$ cat config.mk
export PLATFORM = sky130hd
export DESIGN_NAME = arduino_note_tx
export DESIGN_NICKNAME = d
export VERILOG_FILES = /design/src/rtl/arduino_pkg.sv /design/src/rtl/arduino_baud_gen.sv /design/src/rtl/arduino_note_tx.sv
export SDC_FILE = /design/constraint.sdc
export NUM_CORES = 1
export LEC_CHECK = 0
export ABC_AREA = 1
export BUFFER_PORTS_ARGS = -buffer_cell sky130_fd_sc_hd__buf_4
export CORE_MARGIN = 1.5
export CORE_UTILIZATION = 45
export CTS_CLUSTER_DIAMETER = 50
export DETAILED_ROUTE_END_ITERATION = 6
export GPL_TIMING_DRIVEN = 0
export PLACE_DENSITY = 0.65
export SETUP_SLACK_MARGIN = 0.1
export SLEW_MARGIN = 10
export SYNTH_ARGS = -nofsm -noshare
export SYNTH_HDL_FRONTEND = slang
export SYNTH_HIERARCHICAL = 1
export SYNTH_SLANG_ARGS = --single-unit
$ cat constraint.sdc
create_clock -name clock -period 2.3 [get_ports clock]
set_input_delay 0.345 -clock clock [delete_from_list [all_inputs] [get_ports clock]]
set_output_delay 0.345 -clock clock [all_outputs]
set_load 0.02 [all_outputs]
$ cat src/rtl/arduino_pkg.sv
// Shared types and constants for the Arduino note serial link.
// State codes double as the debug code shown on db_estado.
package arduino_pkg;

    typedef enum logic [2:0] {
        ST_IDLE   = 3'd0,
        ST_START  = 3'd1,
        ST_DATA   = 3'd2,
        ST_PARITY = 3'd3,
        ST_STOP   = 3'd4
    } state_e;

    localparam logic [2:0] FRAME_MARKER         = 3'b101;
    localparam logic [7:0] SILENCE_BYTE         = 8'h00;
    localparam int         DEFAULT_CLKS_PER_BIT = 5208;

    // The marker bits guarantee every real candidate differs from silence.
    function automatic logic [7:0] make_candidate(input logic       sel,
                                                  input logic [3:0] nota_mem,
                                                  input logic [3:0] nota_btn);
        return {FRAME_MARKER, sel, (sel ? nota_mem : nota_btn)};
    endfunction

endpackage

$ cat src/rtl/arduino_baud_gen.sv
// Clearable bit-period counter: tick_o marks the last cycle of a bit,
// pre_tick_o the cycle before it (lets callers register a last-cycle output).
module arduino_baud_gen
    import arduino_pkg::*;
#(
    parameter int CLKS_PER_BIT = DEFAULT_CLKS_PER_BIT
) (
    input  logic clock_i,
    input  logic reset_n_i,
    input  logic clear_i,
    output logic tick_o,
    output logic pre_tick_o
);

    localparam logic [15:0] LAST_CNT = 16'(CLKS_PER_BIT - 1);
    localparam logic [15:0] PRE_CNT  = 16'(CLKS_PER_BIT - 2);

    logic [15:0] cnt_q;
    logic [15:0] cnt_d;

    always_comb begin
        cnt_d = clear_i ? 16'd0 : cnt_q + 16'd1;
    end

    always_ff @(posedge clock_i) begin
        if (!reset_n_i) begin
            cnt_q <= 16'd0;
        end else begin
            cnt_q <= cnt_d;
        end
    end

    assign tick_o     = (cnt_q == LAST_CNT);
    assign pre_tick_o = (cnt_q == PRE_CNT);

endmodule

$ cat src/rtl/arduino_note_tx.sv
// Serial note transmitter to the Arduino: change-detected one-slot queue feeding an 8N1 UART FSM.
// Build with ARDUINO_TX_PARITY_EN defined to add an even-parity bit (11-bit frames).
module arduino_note_tx
    import arduino_pkg::*;
#(
    parameter int CLKS_PER_BIT = DEFAULT_CLKS_PER_BIT
) (
    input  logic       clock,
    input  logic       reset_n,
    input  logic       activateArduino,
    input  logic       sel_memoria_arduino,
    input  logic [3:0] nota_memoria,
    input  logic [3:0] nota_botoes,
    output logic       tx,
    output logic       busy,
    output logic       enviado,
    output logic [2:0] db_estado
);

    state_e     state_q;
    logic       tx_q;
    logic       busy_q;
    logic       enviado_q;
    logic [7:0] shift_q;
    logic [2:0] bit_q;

    logic [7:0] pend_q,     pend_d;
    logic       pend_vld_q, pend_vld_d;
    logic [7:0] last_q,     last_d;
    logic       act_q;
    logic [7:0] cand;
    logic       consume;
    logic       tick;
    logic       pre_tick;
    logic       baud_clr;

    // Counter idles at zero so every state entry starts a fresh bit period.
    assign baud_clr = (state_q == ST_IDLE) || tick;

    arduino_baud_gen #(
        .CLKS_PER_BIT(CLKS_PER_BIT)
    ) u_baud (
        .clock_i    (clock),
        .reset_n_i  (reset_n),
        .clear_i    (baud_clr),
        .tick_o     (tick),
        .pre_tick_o (pre_tick)
    );

    assign cand    = make_candidate(sel_memoria_arduino, nota_memoria, nota_botoes);
    assign consume = (state_q == ST_IDLE) && pend_vld_q;

    // A same-cycle event wins over the consume, so it stays queued.
    always_comb begin
        pend_d     = pend_q;
        pend_vld_d = pend_vld_q;
        last_d     = last_q;
        if (consume) begin
            pend_vld_d = 1'b0;
        end
        if (activateArduino && (cand != last_q)) begin
            pend_d     = cand;
            pend_vld_d = 1'b1;
            last_d     = cand;
        end else if (act_q && !activateArduino) begin
            pend_d     = SILENCE_BYTE;
            pend_vld_d = 1'b1;
            last_d     = SILENCE_BYTE;
        end
    end

    always_ff @(posedge clock) begin
        if (!reset_n) begin
            pend_q     <= SILENCE_BYTE;
            pend_vld_q <= 1'b0;
            last_q     <= SILENCE_BYTE;
            act_q      <= 1'b0;
        end else begin
            pend_q     <= pend_d;
            pend_vld_q <= pend_vld_d;
            last_q     <= last_d;
            act_q      <= activateArduino;
        end
    end

    always_ff @(posedge clock) begin
        if (!reset_n) begin
            state_q   <= ST_IDLE;
            tx_q      <= 1'b1;
            busy_q    <= 1'b0;
            enviado_q <= 1'b0;
            shift_q   <= 8'h00;
            bit_q     <= 3'd0;
        end else begin
            enviado_q <= 1'b0;
            case (state_q)
                ST_IDLE: begin
                    if (pend_vld_q) begin
                        shift_q <= pend_q;
                        state_q <= ST_START;
                        tx_q    <= 1'b0;
                        busy_q  <= 1'b1;
                    end
                end
                ST_START: begin
                    if (tick) begin
                        state_q <= ST_DATA;
                        tx_q    <= shift_q[0];
                        bit_q   <= 3'd0;
                    end
                end
                ST_DATA: begin
                    if (tick) begin
                        if (bit_q == 3'd7) begin
                            bit_q <= 3'd0;
`ifdef ARDUINO_TX_PARITY_EN
                            state_q <= ST_PARITY;
                            tx_q    <= ^shift_q;
`else
                            state_q <= ST_STOP;
                            tx_q    <= 1'b1;
`endif
                        end else begin
                            bit_q <= bit_q + 3'd1;
                            tx_q  <= shift_q[bit_q + 3'd1];
                        end
                    end
                end
`ifdef ARDUINO_TX_PARITY_EN
                ST_PARITY: begin
                    if (tick) begin
                        state_q <= ST_STOP;
                        tx_q    <= 1'b1;
                    end
                end
`endif
                ST_STOP: begin
                    // Raised one cycle early so the registered pulse lands on the last stop cycle.
                    if (pre_tick) begin
                        enviado_q <= 1'b1;
                    end
                    if (tick) begin
                        state_q <= ST_IDLE;
                        busy_q  <= 1'b0;
                        tx_q    <= 1'b1;
                    end
                end
                default: begin
                    state_q <= ST_IDLE;
                    busy_q  <= 1'b0;
                    tx_q    <= 1'b1;
                end
            endcase
        end
    end

    assign tx        = tx_q;
    assign busy      = busy_q;
    assign enviado   = enviado_q;
    assign db_estado = state_q;

endmodule

==> flow_summary.yaml, run 1 <==
routing:
  via_per_inst: 4.83
  wl_per_cell_um: 10.4
  vias: 1864
  drc: 0
  ant_nets: 0
  dr.pass1.iters: 4
  drt_wl_total_um: 4010
  drtIter0Drc: 83
power:
  p_seq_share_pct: 48.5
  p_sw_share_pct: 32.7
  cellPowerDensity_nw_per_um2: 708
  p_leak_uw: 0.00104
  ir_worst_vdd_uv: 367
  combPwrFrac_pct: 25.8
  p_sw_uw: 534
  p_int_uw: 1100
  clkPwrFrac_pct: 25.6
place:
  dp_slack_ps: 332
  placed_area_sq_um: 2230
  dp.cells: 380
  io_buffers: 15
  place_hpwl_um: 3140
  gp_congestion: 0.826
yosys:
  synth-compound-area-share_pct: 12.5
  synth_top_family_by_area: "simple AND/OR/NAND/NOR gates"
  syn_area_sq_um: 2050
  synth_xor_area_share_pct: 0.853
  yosysUniqueCellTypes: 26
  synth_area_per_cell_sq_um: 6.56
  synth_area_leaders: "dfxtp_1 (38%), nand2_1 (14%), inv_1 (9.1%), nor2_1 (8.8%), a21oi_1 (5.9%)"
  synth.largest_area_cell: "dfxtp_1"
  synth_simple_gate_area_share_pct: 34.6
  synth_top_area_share_pct: 38.0
  syn_nets: 330
  ys_seq_elements: 39
  ys_warn_count: 6
  synthCells: 313
  synth.area.mux_share_pct: 0
  yosysSeqAreaShare_pct: 38.0
  synth_fa_ha_area_share_pct: 3.05
final_layout:
  fin_nets: 352
  fillers: 468
  layout_common_cells: "nand2_1 (76), inv_1 (50), nor2_1 (47)"
  drive_gt1_share_pct: 11.7
  design_area_sq_um: 2310
  layout_commonest_cell: "nand2_1"
  stdcell_count: 386
  num_antenna_cells: 0
  area_growth_pct: 12.3
min_path:
  hold_depth: 3
  hold_end: "shift_q[2]"
  hp-class: "input pin to flip-flop"
  hp-start: "reset_n"
sta:
  hold_viol: 0
  worst_pin_slew_ps: 461
  fin_tns_setup_ps: 0
  layout_setup_ws_ps: 374
  fmax_mhz: 519
  skew_ps: 4.16
  fin_crit_sh_pct: 83.8
  setup_viol: 0
  rsz0062_at_grt: "false"
  finalCriticalPeriod_ps: 1930
  slew_violations: 0
  slew-limit-headroom_pct: 69.3
grt:
  grt_pass1_vias: 1775
  grt_overflow: 0
  antenna_found_initial: 0
  grt.total_usage_pct: 17.8
  grt_max_degree: 11
  grt_pass1_wl_um: 7290
clock_network:
  cts_hold_buffers: 0
  numCtsBuffers: 5
  cts.sinks: 39
  cts_setup_buffers: 0
  htree_levels: 2
  clockRootBuffer: "clkbuf_8"
  path_clk_slew_ps: 70
  insertion_delay_ps: 280
  max-clock-path-buffers: 2
  cts_tree: "yes"
worst_setup_path:
  crit_required_ps: 2530
  reg2reg_slack_ps: 370
  r2r_cells: 11
  crit_path_start_kind: "flip-flop"
  r2r-end: "db_estado[2]"
  cp-end-kind: "flip-flop"
  crit_arrival_ps: 2160
  path_class: "flip-flop to flip-flop"
  r2r-start: "u_baud/cnt_q[4]"
  path_max_fanout: 5
floorplan:
  fp.coreArea_sq_um: 4380
  rows: 24
  num_io_pins: 18
  die_w_um: 70.5
  die_h_um: 70.5
  die_area_sq_um: 4980
  start_util_pct: 46.8
job:
  drv_cap: 0
run_status:
  status: "finished, final reports clean"
kinds of logic after synthesis:
group                      count (synthesis)
adders and majority gates                  5
buffers and inverters                     56
DFF                                       39
AOI/OAI and AO/OA                         48
and+or+nand+nor                          163
xor gates and xnor gates                   2
area by class of cell:
cell class | instances | area [sq um] | area share, %
multi-input cells | 218 | 1050 | 45.5
flip-flops and latches | 39 | 781 | 33.9
inverters | 51 | 196 | 8.52
repair buffers | 15 | 113 | 4.88
clock buffers | 6 | 72.6 | 3.15
well taps | 52 | 65.1 | 2.82
plain buffers | 5 | 30.0 | 1.30
what timing repair did:
action	in CTS	in global routing
gates resized for setup	0	1
endpoints found under the setup margin	0	2
hold endpoints to repair	0	0
worst max path at each step:
stage	endpoint	slack [ps]	start	depth (start not counted)
2_1_floorplan	db_estado[2]	720	u_baud/cnt_q[4]	11
3_3_place_gp	db_estado[2]	370	u_baud/cnt_q[4]	11
3_5_place_dp	db_estado[2]	330	u_baud/cnt_q[4]	11
4_1_cts	db_estado[2]	310	u_baud/cnt_q[4]	11
5_1_grt	db_estado[2]	140	u_baud/cnt_q[4]	11
6_report	db_estado[2]	370	u_baud/cnt_q[4]	11
Yosys cell counts:
cell / number
a211oi_1: 2
a21oi_1: 24
buf_2: 3
buf_6: 1
clkbuf_1: 1
dfxtp_1: 39
ha_1: 5
inv_1: 50
inv_6: 1
nand2_1: 76
nand2_2: 3
nand2_4: 2
nand3_1: 19
nand3_2: 2
nand4_1: 2
nor2_1: 48
nor2_2: 4
nor2_4: 2
nor3_1: 3
nor4_1: 2
o211ai_1: 2
o21a_1: 2
o21ai_0: 15
o21ai_1: 2
o22ai_1: 1
xnor2_1: 2
power groups by stage:
stage	clock network (uW)	logic, uW	registers [uW]
2_1_floorplan	0	277	830
3_3_place_gp	0	421	808
3_5_place_dp	0	428	809
4_1_cts	440	429	793
5_1_grt	466	490	803
6_report	419	422	793
state kept, by name (all words and copies together) (netlist names):
| name | cells |
|---|---|
| u_baud/cnt_q | 16 |
| bit_q | 3 |
| busy | 1 |
| db_estado | 3 |
| pend_vld_q | 1 |
| shift_q | 6 |
| act_q | 1 |
| tx | 1 |
| enviado | 1 |
| last_q | 6 |
per-layer routing:
metal | global-route usage, % | vias up | share of wire, %
met3 | 3.42 | 6 | 1.6
met4 | 6.92 | 0 | 1.8
li1 | - | 1022 | -
met1 | 22.3 | 826 | 47
met5 | 0 | - | 0
met2 | 30.5 | 10 | 49
stage by stage:
stage	util (%)	total power, uW	hold slack [ps]
floorplan	-	1110	430
global route	52.6	1760	339
CTS	52.5	1660	333
finish	52.6	1630	339
detailed placement	50.9	1240	452
global placement	50.9	1230	449
worst max-delay path, cell delays in order, from the launching register on:
cell     delay [ps]
dfxtp_1         410
nand2_1          80
nor3_1          190
nand4_1         170
nor2_2          220
nor2_1           80
nor2_1          130
nor2_1           50
nor2_1          190
nand2_1         120
nor2_1          110
o21a_1          110
No activity file was read; power rests on OpenSTA's default activity.
==> run 2, diff against run 1 <==
Settings changed: PLACE_DENSITY 0.65 to 0.67.
Clock period 2.3 ns to 1.55 ns, I/O delays scaled along.
==> flow_summary.yaml, run 2 (synthesized netlist as in run 1, its figures left out) <==
worst_setup_path:
  reg2reg_slack_ps: -180
  cp-end-kind: "flip-flop"
  slowest_stage: "dfxtp_4"
  crit_required_ps: 1790
  path_buf_inv: 0
  crit_path_start_kind: "flip-flop"
  path_delay_family: "simple AND/OR/NAND/NOR gates"
  path_class: "flip-flop to flip-flop"
  crit_arrival_ps: 1970
  path_max_fanout: 5
  max_stage_delay_ps: 370
  crit_chain: "nor4_4, nand2_2, nor2_4, nor2_4, nor2_2, nor2_1, nor2_2, nand2_2, nor2_1, o21a_1"
clock_network:
  max-clock-path-buffers: 2
  cts.sinks: 39
  cts_hold_buffers: 0
  insertion_delay_ps: 290
  cts_tree: "yes"
  htree_levels: 2
  path_clk_slew_ps: 80
  numCtsBuffers: 5
  clockRootBuffer: "clkbuf_8"
grt:
  grt_pass1_wl_um: 7490
  grt_max_degree: 12
  met1_usage_pct: 26.1
  grt_overflow: 0
  grt_pass1_vias: 1731
  gr-usage-met2_pct: 29.0
  met3_usage_pct: 4.70
  antenna_found_initial: 0
  grt.total_usage_pct: 18.9
  grt-busiest-layer: "met2"
final_layout:
  drive_gt1_share_pct: 23.3
  finish.utilization_pct: 57.9
  largestRegisters: "u_baud/cnt_q x16, last_q x6, shift_q x6"
  layout_commonest_cell: "nand2_1"
  fin_nets: 364
  largest-register: "u_baud/cnt_q"
  num_antenna_cells: 0
  area_growth_pct: 23.6
  layout_common_cells: "nand2_1 (71), inv_1 (46), nor2_1 (43)"
  largest_reg_flops: 16
routing:
  drtIter0Drc: 136
  vias: 1963
  ant_nets: 0
  wl_per_cell_um: 11.1
  via_per_inst: 4.91
  drt_wl_total_um: 4460
  drc: 0
  dr.pass1.iters: 4
floorplan:
  start_util_pct: 46.8
  die_w_um: 70.5
  die_h_um: 70.5
  fp.coreArea_sq_um: 4380
  rows: 24
  die_area_sq_um: 4980
  num_io_pins: 18
place:
  place_hpwl_um: 3010
  dp_slack_ps: -219
  io_buffers: 15
  gp_congestion: 0.844
sta:
  slew_violations: 0
  holdWs_ps: 217
  fin_crit_sh_pct: 112
  finalCriticalPeriod_ps: 1730
  rsz0062_at_grt: "true"
  hold_viol: 0
  worst_pin_slew_ps: 533
  fmax_mhz: 578
  setup_viol: 17
  layout_setup_ws_ps: -179
  slew-limit-headroom_pct: 64.5
  skew_ps: 4.15
min_path:
  hp-class: "input pin to flip-flop"
power:
  p_leak_uw: 0.00113
  ir_worst_vdd_uv: 481
  cellPowerDensity_nw_per_um2: 1070
job:
  drv_cap: 0
run_status:
  violations: "negative setup slack"
  status: "finished, violations left"
==> run 2: worst reg2reg max path: stages (launching register included) <==
cell     delay, ps
dfxtp_4        370
nor4_4         300
nand2_2        120
nor2_4         150
nor2_4          60
nor2_2         130
nor2_1          60
nor2_2         140
nand2_2         90
nor2_1         120
o21a_1         130
==> run 2: power by group <==
part	internal, uW	switching (uW)	leakage (uW)
clock network	406	355	0.0000515
registers	1110	71.4	0.000324
logic	301	466	0.000754
total	1810	892	0.00113
==> run 2: stage by stage <==
stage / total power [uW] / cell area, sq um / setup TNS [ps] / std cells
floorplan: 1640 / 2060 / 0 / 313
global placement: 1820 / 2240 / -1150 / 380
detailed placement: 1820 / 2240 / -1510 / 380
CTS: 2690 / 2480 / -544 / 399
global route: 2880 / 2540 / -3850 / 400
finish: 2710 / 2540 / -1390 / 400
==> run 2: final timing paths <==
check / start / endpoint / depth (start not counted)
worst min register to register: bit_q[1] / bit_q[1] / 2
worst max-delay path: u_baud/cnt_q[8] / db_estado[2] / 10
worst min-delay path: reset_n / bit_q[0] / 3
worst max register to register: u_baud/cnt_q[8] / db_estado[2] / 10
==> run 2: layout make-up <==
cell class,count,area [sq um]
fill,415,1850
tap,52,65.1
buffer,5,32.5
multi-input combinational,218,1140
timing repair buffer,27,203
inverter,51,201
clock buffer,8,100
sequential,39,801
==> run 2: routing by layer <==
metal  vias to the layer above  routed length (um)
met5                         -                   0
met3                         7                 242
met2                        37                1960
li1                       1052                   -
met1                       867                2190
met4                         0                  61
==> run 2: repair_timing <==
action,in CTS,in global routing
resized for setup,23,16
endpoints found under the hold margin,0,0
pin swaps,1,6
cloned,1,0
endpoints found under the setup margin,22,30
buffers inserted,10,1
